## config.mk

```make
export PLATFORM = sky130hd
export DESIGN_NAME = seg7_scan_driver_flat
export DESIGN_NICKNAME = d
export VERILOG_FILES = /design/src/rtl/seg7_scan_driver_if.sv /design/src/rtl/seg7_scan_driver.sv /design/src/flat_wrapper.sv
export SDC_FILE = /design/constraint.sdc
export NUM_CORES = 1
export LEC_CHECK = 0
export ABC_AREA = 1
export CAP_MARGIN = 20
export CORE_ASPECT_RATIO = 0.6
export CORE_MARGIN = 2
export CORE_UTILIZATION = 61
export CTS_CLUSTER_DIAMETER = 120
export DETAILED_ROUTE_END_ITERATION = 8
export HOLD_SLACK_MARGIN = 0.08
export PLACE_DENSITY = 0.82
export SYNTH_ARGS = -nofsm -noshare
export SYNTH_HDL_FRONTEND = slang
export SYNTH_SLANG_ARGS = --single-unit
```

## constraint.sdc

```tcl
create_clock -name clk -period 7.65 [get_ports clk]
set_clock_uncertainty 0.05 [all_clocks]
set_input_delay 1.53 -clock clk [delete_from_list [all_inputs] [get_ports clk]]
set_output_delay 1.53 -clock clk [all_outputs]
set_load 0.05 [all_outputs]
```

## src/rtl/seg7_scan_driver_if.sv

```systemverilog
// rtl/seg7_scan_driver_if.sv - digit/segment bus between a display source and the scan driver
interface seg7_scan_driver_if;
  logic        ena;
  logic [15:0] digits_in;
  logic [3:0]  dp_in;
  logic        lzb_en;
  logic [6:0]  segments;
  logic        dp;
  logic [3:0]  digit_sel;
  logic        frame_start;

  modport master (
    output ena, digits_in, dp_in, lzb_en,
    input  segments, dp, digit_sel, frame_start
  );

  modport slave (
    input  ena, digits_in, dp_in, lzb_en,
    output segments, dp, digit_sel, frame_start
  );
endinterface

```

## src/rtl/seg7_scan_driver.sv

```systemverilog
// rtl/seg7_scan_driver.sv - four-digit 7-segment scan driver with blanking gap and leading-zero blanking
module seg7_scan_driver #(
  parameter int DWELL_CYCLES = 10_000,
  parameter int BLANK_CYCLES = 100,
  parameter bit COMMON_ANODE = 1'b0
) (
  input logic               clk,
  input logic               rst_n,
  seg7_scan_driver_if.slave bus
);

  typedef enum logic [1:0] {IDLE, SHOW, BLANK} state_t;

  localparam logic [23:0] DWELL_LAST = 24'(DWELL_CYCLES - 1);
  localparam logic [23:0] BLANK_LAST = 24'(BLANK_CYCLES - 1);
  localparam logic [6:0]  SEG_OFF    = {7{COMMON_ANODE}};

  state_t      state, state_n;
  logic [1:0]  idx, idx_n;
  logic [23:0] cnt, cnt_n;
  logic [15:0] sh_digits, sh_digits_n;
  logic [3:0]  sh_dp, sh_dp_n;
  logic        sh_lzb, sh_lzb_n;

  logic [6:0]  seg_q, seg_n;
  logic        dp_q, dp_n;
  logic [3:0]  sel_q, sel_n;
  logic        fs_q, fs_n;

  function automatic logic [6:0] decode(input logic [3:0] d);
    case (d)
      4'd0:    decode = 7'b0111111;
      4'd1:    decode = 7'b0000110;
      4'd2:    decode = 7'b1011011;
      4'd3:    decode = 7'b1001111;
      4'd4:    decode = 7'b1100110;
      4'd5:    decode = 7'b1101101;
      4'd6:    decode = 7'b1111101;
      4'd7:    decode = 7'b0000111;
      4'd8:    decode = 7'b1111111;
      4'd9:    decode = 7'b1101111;
      default: decode = 7'b1000000;
    endcase
  endfunction

  // A digit is a leading zero when it and every more significant digit are zero.
  function automatic logic is_leading_zero(input logic [15:0] d, input logic [1:0] k);
    case (k)
      2'd1:    is_leading_zero = (d[15:4] == 12'h000);
      2'd2:    is_leading_zero = (d[15:8] == 8'h00);
      2'd3:    is_leading_zero = (d[15:12] == 4'h0);
      default: is_leading_zero = 1'b0;
    endcase
  endfunction

  always_comb begin
    logic snap;
    logic advance;
    logic [3:0] nib;
    logic [6:0] seg_raw;
    logic dp_raw;

    state_n     = state;
    idx_n       = idx;
    cnt_n       = cnt;
    sh_digits_n = sh_digits;
    sh_dp_n     = sh_dp;
    sh_lzb_n    = sh_lzb;
    fs_n        = 1'b0;
    snap        = 1'b0;
    advance     = 1'b0;
    nib         = 4'h0;
    seg_raw     = 7'h00;
    dp_raw      = 1'b0;

    if (!bus.ena) begin
      state_n = IDLE;
      idx_n   = 2'd0;
      cnt_n   = 24'd0;
    end else begin
      case (state)
        IDLE: begin
          state_n = SHOW;
          idx_n   = 2'd0;
          cnt_n   = 24'd0;
          snap    = 1'b1;
        end
        SHOW: begin
          if (cnt == DWELL_LAST) begin
            cnt_n = 24'd0;
            if (BLANK_CYCLES == 0) advance = 1'b1;
            else                   state_n = BLANK;
          end else begin
            cnt_n = cnt + 24'd1;
          end
        end
        BLANK: begin
          if (cnt == BLANK_LAST) advance = 1'b1;
          else                   cnt_n = cnt + 24'd1;
        end
        default: state_n = IDLE;
      endcase

      if (advance) begin
        state_n = SHOW;
        cnt_n   = 24'd0;
        idx_n   = idx + 2'd1;
        snap    = (idx == 2'd3);
      end

      if (snap) begin
        sh_digits_n = bus.digits_in;
        sh_dp_n     = bus.dp_in;
        sh_lzb_n    = bus.lzb_en;
        fs_n        = 1'b1;
      end
    end

    // Outputs are derived from the next state so they register alongside it.
    sel_n = 4'b0000;
    if (state_n == SHOW) begin
      sel_n  = 4'b0001 << idx_n;
      nib    = sh_digits_n[{idx_n, 2'b00} +: 4];
      dp_raw = sh_dp_n[idx_n];
      if (!(sh_lzb_n && is_leading_zero(sh_digits_n, idx_n)))
        seg_raw = decode(nib);
    end
    seg_n = seg_raw ^ {7{COMMON_ANODE}};
    dp_n  = dp_raw ^ COMMON_ANODE;
  end

  always_ff @(posedge clk or negedge rst_n) begin
    if (!rst_n) begin
      state     <= IDLE;
      idx       <= 2'd0;
      cnt       <= 24'd0;
      sh_digits <= 16'h0000;
      sh_dp     <= 4'h0;
      sh_lzb    <= 1'b0;
      seg_q     <= SEG_OFF;
      dp_q      <= COMMON_ANODE;
      sel_q     <= 4'b0000;
      fs_q      <= 1'b0;
    end else begin
      state     <= state_n;
      idx       <= idx_n;
      cnt       <= cnt_n;
      sh_digits <= sh_digits_n;
      sh_dp     <= sh_dp_n;
      sh_lzb    <= sh_lzb_n;
      seg_q     <= seg_n;
      dp_q      <= dp_n;
      sel_q     <= sel_n;
      fs_q      <= fs_n;
    end
  end

  assign bus.segments    = seg_q;
  assign bus.dp          = dp_q;
  assign bus.digit_sel   = sel_q;
  assign bus.frame_start = fs_q;

endmodule

```

## src/flat_wrapper.sv

```systemverilog
// flat-port wrapper written by rule: the top's interface ports become plain ports
module seg7_scan_driver_flat 
#(
  parameter int DWELL_CYCLES = 10_000,
  parameter int BLANK_CYCLES = 100,
  parameter bit COMMON_ANODE = 1'b0
)
  (clk, rst_n, bus_ena, bus_digits_in, bus_dp_in, bus_lzb_en, bus_segments, bus_dp, bus_digit_sel, bus_frame_start);
  seg7_scan_driver_if bus_i ();
  input logic clk;
  input logic rst_n;
  input wire logic [$bits(bus_i.ena)-1:0] bus_ena;
  input wire logic [$bits(bus_i.digits_in)-1:0] bus_digits_in;
  input wire logic [$bits(bus_i.dp_in)-1:0] bus_dp_in;
  input wire logic [$bits(bus_i.lzb_en)-1:0] bus_lzb_en;
  output wire logic [$bits(bus_i.segments)-1:0] bus_segments;
  output wire logic [$bits(bus_i.dp)-1:0] bus_dp;
  output wire logic [$bits(bus_i.digit_sel)-1:0] bus_digit_sel;
  output wire logic [$bits(bus_i.frame_start)-1:0] bus_frame_start;
  assign bus_i.ena = bus_ena;
  assign bus_i.digits_in = bus_digits_in;
  assign bus_i.dp_in = bus_dp_in;
  assign bus_i.lzb_en = bus_lzb_en;
  assign bus_segments = bus_i.segments;
  assign bus_dp = bus_i.dp;
  assign bus_digit_sel = bus_i.digit_sel;
  assign bus_frame_start = bus_i.frame_start;
  seg7_scan_driver #(.DWELL_CYCLES(DWELL_CYCLES), .BLANK_CYCLES(BLANK_CYCLES), .COMMON_ANODE(COMMON_ANODE)) u_core (.clk(clk), .rst_n(rst_n), .bus(bus_i));
endmodule
```

== Yosys cells after proc, flatten, opt, wreduce, memory -nomap -nowiden ==
Memory sizes are Yosys's and may differ from the RTL's.
Cells that the tools add are included.

* Output and inout port bits: 13
* Input port bits: 24
* Memories: 1
* Word-level logic and storage cells: 67
* Bits in read-only memories: 112
* Bits in registers: 62

{| class="wikitable"
|+ Memory list
! memory !! words !! bits a word !! rd ports !! clocked after memory_dff !! write ports !! RTL line !! source
|-
| (name not given) || 16 || 7 || 1 || 0 || 0 || seg7_scan_driver.sv:31 || <nowiki>case (d)</nowiki>
|}

* $add $sub $neg: 2
* Mux-type cells: 34
* Shift-type cells: 2
* Magnitude comparators: 1
* Reductions and logical operators: 6
* Eq/ne operators: 11

{| class="wikitable"
|+ Operators by type and width
! cell !! number
|-
| $mux W24 || 4
|-
| $pmux W24 S3 || 1
|-
| $mux W16 || 2
|-
| $add A24 B1 Y24 const B || 1
|-
| $eq A24 B14 Y1 const B || 1
|-
| $eq A24 B7 Y1 const B || 1
|-
| $shiftx A16 B5 Y4 || 1
|-
| $mux W7 || 2
|-
| $mux W1 || 13
|-
| $logic_not A12 Y1 || 1
|-
| $mux W2 || 6
|-
| $mux W4 || 3
|-
| $eq A2 B2 Y1 const B || 4
|-
| $logic_not A8 Y1 || 1
|-
| $eq A2 B1 Y1 const B || 3
|-
| $pmux W2 S3 || 1
|-
| $ne A5 B1 Y1 const B || 1
|-
| $logic_not A4 Y1 || 1
|-
| $ne A4 B4 Y1 const B || 1
|-
| $shl A1 B2 Y4 const A || 1
|-
| $lt A2 B3 Y1 const B || 1
|-
| $pmux W1 S3 || 1
|-
| $add A2 B1 Y2 const B || 1
|-
| $bmux W1 S2 || 1
|-
| 3 further kinds || 3
|}

== Longest topological paths before layout ==
Gate-level depths: netlist of the first run.

* Depth after elaboration: 14
* Mapped depth: 21
* Gate-level depth less buffers: 21

== Worst setup path after synthesis of the first run ==
Ideal clock, no wire load.

* Path type: in2reg
* Start point: input port bus_ena
* End point: register u_core.seg_q[3] (netlist: u_core.bus.segments[3])
* Setup time: 0.117 ns
* Stages: 14
* Arrival time: 2.956 ns
* Data required time: 7.483 ns
* Buffers on the path: 0
* Path slack: 4.527 ns
* Cell sequence: inv_1 -> a21oi_1 -> nand2_1 -> nor2_1 -> inv_1 -> o21ai_0 -> nor2_1 -> nand2_1 -> inv_1 -> ha_1 -> inv_1 -> nor2_1 -> nor2_1 -> nor2_1

* Word-level cells in the longest chain between the ends: 7
* Elaborated cells between the ends (all ways): 18
* Those cells by class: 4 x eq/ne; 1 x shift; 8 x mux; 4 x reduce/logical; 1 x memory

{| class="wikitable"
|+ Ends and longest elaborated chain
! item !! RTL line !! source
|-
| start: declaration || flat_wrapper.sv:12 || <nowiki>input wire logic [$bits(bus_i.ena)-1:0] bus_ena;</nowiki>
|-
| branches (longest 6 deep; another with $mem_v2 Z16 W7) || n/a ||
|-
| $mux W7 (*) || seg7_scan_driver.sv:121 || <nowiki>if (state_n == SHOW) begin</nowiki>
|-
| via u_core.seg_n[3] || seg7_scan_driver.sv:25 || <nowiki>logic [6:0] seg_q, seg_n;</nowiki>
|-
| end signal: assignment || seg7_scan_driver.sv:151 || <nowiki>seg_q <= seg_n;</nowiki>
|-
| end: declaration || seg7_scan_driver.sv:25 ||
|}

Mark *: on every way through the listed nets, which the timed path passes. The select of a mux whose other input is x is not followed.
A chain may end at the register's enable or synchronous reset.

== Final worst setup path of the first run ==
Ends and elaborated chain as after synthesis.

==> out/qor.csv, run 1 <==
stage,metric,value,unit
status,outcome,finished clean,
grt,grt_overflow,0,
clock_tree,cts.sinks,62,
grt,grt_max_degree,63,
clock_tree,cts_root_buf,clkbuf_8,
cells_and_area,multiInputGateArea,1660,µm²
synth,seq_area_frac_synth,44.5,%
cells_and_area,areaGrowthSynthToFinish,18.0,%
timing,finalSetupTns,0,ns
synth,netlist_instances,440,
grt,grt_pass1_vias,2747,
setup_path,cp-start-kind,input pin,
cells_and_area,final_cell_mix,"118 x nand2_1, 62 x dfrtp_1, 57 x inv_1",
cells_and_area,final_common_cell,nand2_1,
placed_design,gp_congestion,0.914,
clock_tree,cts_hold_buf,0,
setup_path,path_class,in2reg,
clock_tree,insertion_delay,0.35,ns
timing,drv_slew,0,
grt,antenna_found_initial,0,
min_path,hp-class,reg2reg,
floorplanning,start_util,62.9,%
synth,netlist_area,3490,µm²
placed_design,dp_hpwl,5740,µm
timing,finalCriticalPeriod,4.10,ns
placed_design,place_area,3920,µm²
clock_tree,cts_resized,0,
timing,timing_hold_violations_final,0,
cells_and_area,nFillCells,408,
timing,tightest_slew,0.859,ns
floorplanning,die_area,6360,µm²
clock_tree,cts_buffer_depth,2,
setup_path,required,7.88,ns
power_and_ir_drop,p_leak,1.94,nW
route,drtPass1Iterations,5,
route,drc_errors,0,
clock_tree,cts_tree,done,
synth,synth_fp_nets,475,
timing,rsz0062_at_grt,no,
synth,syn_area_per_cell,7.93,µm²
cells_and_area,antenna-diode-count,0,
power_and_ir_drop,p_total,0.790,mW
setup_path,critPathMaxFanout,15,
placed_design,io_buffer_count,36,
synth,yosys_warnings,0,
setup_path,critPathArrivalTime,4.33,ns
cells_and_area,seq_area,1550,µm²
synth,synth_cell_types,37,
grt,grt_pass1_wl,13600,µm
power_and_ir_drop,power_density,192,nW/µm²
floorplanning,pin_count,37,
synth,synth-seq-cells,62,
route,finalWirelength,8220,µm
clock_tree,cts_buffers,9,
route,via_per_inst,5.37,
floorplanning,die_w,102,µm
timing,setup_violations,0,
cells_and_area,post-route-cell-area,4120,µm²
route,vias,3042,
timing,finalCritPeriodShare,53.6,%
timing,slew-limit-headroom,42.5,%
floorplanning,core_area,5540,µm²
clock_tree,cts_setup_buffers,0,
floorplanning,num_rows,21,
cells_and_area,drive_gt1_share,10.7,%
floorplanning,die_y,62.6,µm
clock_tree,htree_levels,3,
job,cap_violations,0,
route,antenna_left,0,
route,drt_iter0_markers,244,
grt,track_usage,28.1,%
route,wl_per_cell,14.5,µm
setup_path,cp-end-kind,flop,
clock_tree,path_clk_slew,0.07,ns
cells_and_area,nets,516,
timing,fmax,0.244,GHz
power_and_ir_drop,ir_drop,119,µV
-- flip-flops by register name, indices dropped and copies added, names as in the netlist --
register and count:
u_core.state 2, u_core.bus.digit_sel 4, u_core.sh_digits 16, u_core.sh_dp 4, u_core.bus.dp 1, u_core.bus.frame_start 1, u_core.bus.segments 7, u_core.idx 2
u_core.cnt 24, u_core.sh_lzb 1
-- power by group --
part | internal [mW] | switching (mW) | total, mW | leakage (nW)
sequential | 0.349 | 0.00695 | 0.356 | 0.816
clock | 0.167 | 0.131 | 0.298 | 0.106
combinational | 0.0456 | 0.0904 | 0.136 | 1.02
-- final timing paths --
check	start	end	slack (ns)	cells past startpoint
setup / recovery	bus_ena	u_core.bus.segments[3]	3.55	15
hold / removal	u_core.sh_digits[2]	u_core.sh_digits[2]	0.43	2
setup reg to reg	u_core.state[0]	u_core.bus.segments[3]	4.40	18
min in group asynchronous	rst_n	u_core.cnt[17]	1.29	2
hold reg to reg	u_core.sh_digits[2]	u_core.sh_digits[2]	0.43	2
max in group asynchronous	rst_n	u_core.sh_digits[1]	5.76	2
-- critical path, cell delays in order --
cell and delay [ns]:
clkdlybuf4s50_1 0.84, inv_1 0.18, a21oi_1 0.15, nand2_1 0.13, nor2_1 0.26, inv_1 0.13, o21ai_0 0.19, nor2_1 0.06
nand2_1 0.14, inv_1 0.11, ha_1 0.29, inv_1 0.03, nor2_1 0.12, nor2_1 0.06, nor2_1 0.11
-- final cells by class --
class                      instances  share of cell area [%]
multi-input combinational        307                    40.3
sequential                        62                    37.7
timing repair buffer              37                    8.82
inverter                          64                    5.84
clock buffer                      12                    3.77
tap                               80                    2.43
clock inverter                     4                    1.09
-- cells in the mapped netlist (all sizes together) --
cell type	count	area share (%)
nor2	62	8.1
clkbuf	4	0.43
o21ai	16	2.6
nor4b	1	0.25
a21oi	4	0.57
dfrtp	62	44
nor4	3	0.54
nand2	127	14
a22o	1	0.25
nand4	14	2.9
a31oi	2	0.36
a32o	1	0.29
nand3	18	3.7
o211ai	2	0.43
xor2	15	3.8
inv	63	6.8
or2	1	0.18
ha	11	3.9
o22ai	17	3.0
nand3b	1	0.22
o311ai	1	0.25
nor3	8	1.3
o31ai	1	0.22
a21o	1	0.22
clkinv	1	0.11
buf	3	0.61
-- per-stage QoR --
step           hold WS (ns)  setup WS [ns]  instances  utilization [%]
2_1_floorplan         0.388           4.53        440                -
3_3_place_gp          0.411           3.40        550             70.6
3_5_place_dp          0.417           3.25        550             70.6
4_1_cts               0.435           3.62        566             74.2
5_1_grt               0.447           3.34        566             74.2
6_report              0.429           3.55        566             74.2
-- metal layers --
metal	GRT usage (%)	part of all wire, %	up-vias
li1	-	-	1488
met4	9.46	1.3	0
met1	46.0	50	1394
met2	34.7	39	148
met5	0	0	-
met3	8.17	9.4	12
-- cell families (layout without fill, tap and decap cells) --
group                    Yosys count  in the layout  share of synthesized area (%)
AO/OA/AOI/OAI                     46             46                           8.25
XOR/XNOR                          15             15                           3.77
adder cells (fa/ha/maj)           11             11                           3.95
buffers and inverters             71            117                           7.93
flip-flops                        62             62                           44.5
AND/OR/NAND/NOR                  235            235                           31.6
Power figures use the tool's default switching activity.
==> inputs of run 2 (changes only) <==
--- a/config.mk
+++ b/config.mk
@@ -9,11 +9,11 @@
 export CAP_MARGIN = 20
 export CORE_ASPECT_RATIO = 0.6
 export CORE_MARGIN = 2
-export CORE_UTILIZATION = 61
+export CORE_UTILIZATION = 57
 export CTS_CLUSTER_DIAMETER = 120
 export DETAILED_ROUTE_END_ITERATION = 8
 export HOLD_SLACK_MARGIN = 0.08
-export PLACE_DENSITY = 0.82
+export PLACE_DENSITY = 0.77
 export SYNTH_ARGS = -nofsm -noshare
 export SYNTH_HDL_FRONTEND = slang
 export SYNTH_SLANG_ARGS = --single-unit
==> constraint.sdc (replaced) <==
create_clock -name clk -period 4.15 [get_ports clk]
set_clock_uncertainty 0.05 [all_clocks]
set_input_delay 0.83 -clock clk [delete_from_list [all_inputs] [get_ports clk]]
set_output_delay 0.83 -clock clk [all_outputs]
set_load 0.05 [all_outputs]
==> run 2 against run 1 <==
Clock-buffer cell count decreased by 3. Combinational power increased by 85%. Die area increased by 6.7%. Flip-flop and latch count unchanged. Via count decreased by 1.0%. Sequential share of layout area decreased by 0.16 points. Critical path type unchanged. Largest cell class unchanged. Largest power group unchanged.
==> out/qor.csv, run 2 (synthesized netlist as in run 1, its figures left out) <==
stage,metric,value,unit
timing,slew-limit-headroom,36.5,%
power_and_ir_drop,comb_power_share,17.4,%
clock_tree,cts.sinks,62,
clock_tree,cts_resized,0,
clock_tree,cts_tree,done,
floorplanning,die_w,105,µm
clock_tree,path_clk_slew,0.08,ns
route,finalWirelength,8360,µm
route,drtPass1Iterations,5,
timing,rsz0062_at_grt,no,
power_and_ir_drop,switchingPower,0.440,mW
floorplanning,core_area,6000,µm²
timing,fmax,0.303,GHz
cells_and_area,antenna-diode-count,0,
floorplanning,die_y,64.6,µm
power_and_ir_drop,seqPwrFrac,45.4,%
timing,finalCriticalPeriod,3.30,ns
route,via_per_inst,5.26,
setup_path,critPathArrivalTime,3.52,ns
job,cap_violations,0,
placed_design,io_buffer_count,36,
floorplanning,die_area,6780,µm²
route,drc_errors,0,
cells_and_area,largest_reg_flops,24,
grt,antenna_found_initial,0,
power_and_ir_drop,swShare,30.4,%
power_and_ir_drop,power_density,350,nW/µm²
cells_and_area,regMostFlops,u_core.cnt,
setup_path,required,4.37,ns
cells_and_area,nets,518,
clock_tree,cts_buffers,9,
cells_and_area,nFillCells,504,
placed_design,gp_congestion,0.931,
cells_and_area,final_cell_mix,"118 x nand2_1, 62 x dfrtp_1, 57 x inv_1",
cells_and_area,multiInputGateArea,1660,µm²
floorplanning,start_util,58.1,%
timing,finalSetupTns,0,ns
clock_tree,cts_setup_buffers,0,
clock_tree,insertion_delay,0.34,ns
timing,tightest_slew,0.953,ns
timing,timing_hold_violations_final,0,
timing,setup_violations,0,
setup_path,path_class,in2reg,
clock_tree,cts_hold_buf,0,
cells_and_area,drive_gt1_share,11.3,%
clock_tree,cts_root_buf,clkbuf_8,
grt,grt_overflow,0,
setup_path,critPathMaxFanout,9,
timing,drv_slew,0,
floorplanning,num_rows,22,
route,drt_iter0_markers,245,
grt,grt_max_degree,44,
cells_and_area,seq_area,1550,µm²
min_path,hp-class,reg2reg,
route,wl_per_cell,14.6,µm
clock_tree,cts_buffer_depth,2,
clock_tree,htree_levels,3,
power_and_ir_drop,p_leak,1.94,nW
power_and_ir_drop,ir_drop,280,µV
cells_and_area,final_common_cell,nand2_1,
route,antenna_left,0,
status,outcome,finished clean,
placed_design,dp_hpwl,6100,µm
cells_and_area,fin_util,68.9,%
grt,track_usage,27.4,%
timing,finalCritPeriodShare,79.5,%
route,vias,3011,
timing,holdWs,0.430,ns
cells_and_area,areaGrowthSynthToFinish,18.5,%
power_and_ir_drop,internal-power,1.01,mW
floorplanning,pin_count,37,
grt,grt_pass1_vias,2827,
setup_path,cp-start-kind,input pin,
power_and_ir_drop,clkPwrFrac,37.1,%
grt,grt_pass1_wl,14200,µm
setup_path,cp-end-kind,flop,
[run 2: cell type report]
cell class | count | area share, %
well taps | 84 | 2.54
flip-flops and latches | 62 | 37.5
inverters | 64 | 5.81
multi-input cells | 307 | 40.2
clock buffers | 9 | 3.00
repair buffers | 39 | 9.14
clock inverters | 7 | 1.79
[run 2: metrics by stage]
stage                     instance area (µm²)  std cells  worst slack, ns  power, mW
final                                    4130        572            0.852       1.45
after global routing                     4130        572            0.509       1.52
after CTS                                4130        572            0.877       1.45
after detailed placement                 3940        556            0.566      0.919
after global placement                   3940        556            0.712      0.913
after floorplan                          3490        440             1.48      0.828
[run 2: path summary, 6_finish.rpt]
| path | from | cells past startpoint | endpoint | slack, ns |
|---|---|---|---|---|
| worst max-delay path | bus_ena | 15 | u_core.bus.segments[3] | 0.85 |
| worst min-delay path | u_core.sh_digits[3] | 2 | u_core.sh_digits[3] | 0.43 |
| worst max register to register | u_core.cnt[0] | 19 | u_core.bus.segments[3] | 0.86 |
| worst min register to register | u_core.sh_digits[3] | 2 | u_core.sh_digits[3] | 0.43 |
| max in group asynchronous | rst_n | 2 | u_core.cnt[4] | 2.63 |
| min in group asynchronous | rst_n | 1 | u_core.bus.segments[6] | 0.58 |
[run 2: power by group through the flow]
stage	Clock, mW	Combinational (mW)	Sequential (mW)
floorplan	0	0.124	0.704
global placement	0	0.246	0.667
detailed placement	0	0.251	0.669
CTS	0.542	0.252	0.657
global route	0.576	0.280	0.661
finish	0.537	0.252	0.657
[run 2: routing by layer]
metal	track usage [%]	vias up	wire length, µm	share of wire [%]
li1	-	1495	-	-
met1	41.8	1400	4290	51
met2	36.2	109	3330	40
met3	11.5	7	707	8.5
met4	4.83	0	41	0.49
met5	0	-	0	0
[run 2: worst max-delay path: stages]
cell and delay [ns]:
clkdlybuf4s50_1 0.73, inv_1 0.16, a21oi_1 0.15, nand2_1 0.13, nor2_1 0.27, inv_1 0.14
o21ai_0 0.19, nor2_1 0.06, nand2_1 0.13, inv_1 0.10, ha_1 0.28, inv_1 0.03
nor2_1 0.13, nor2_1 0.06, nor2_1 0.12
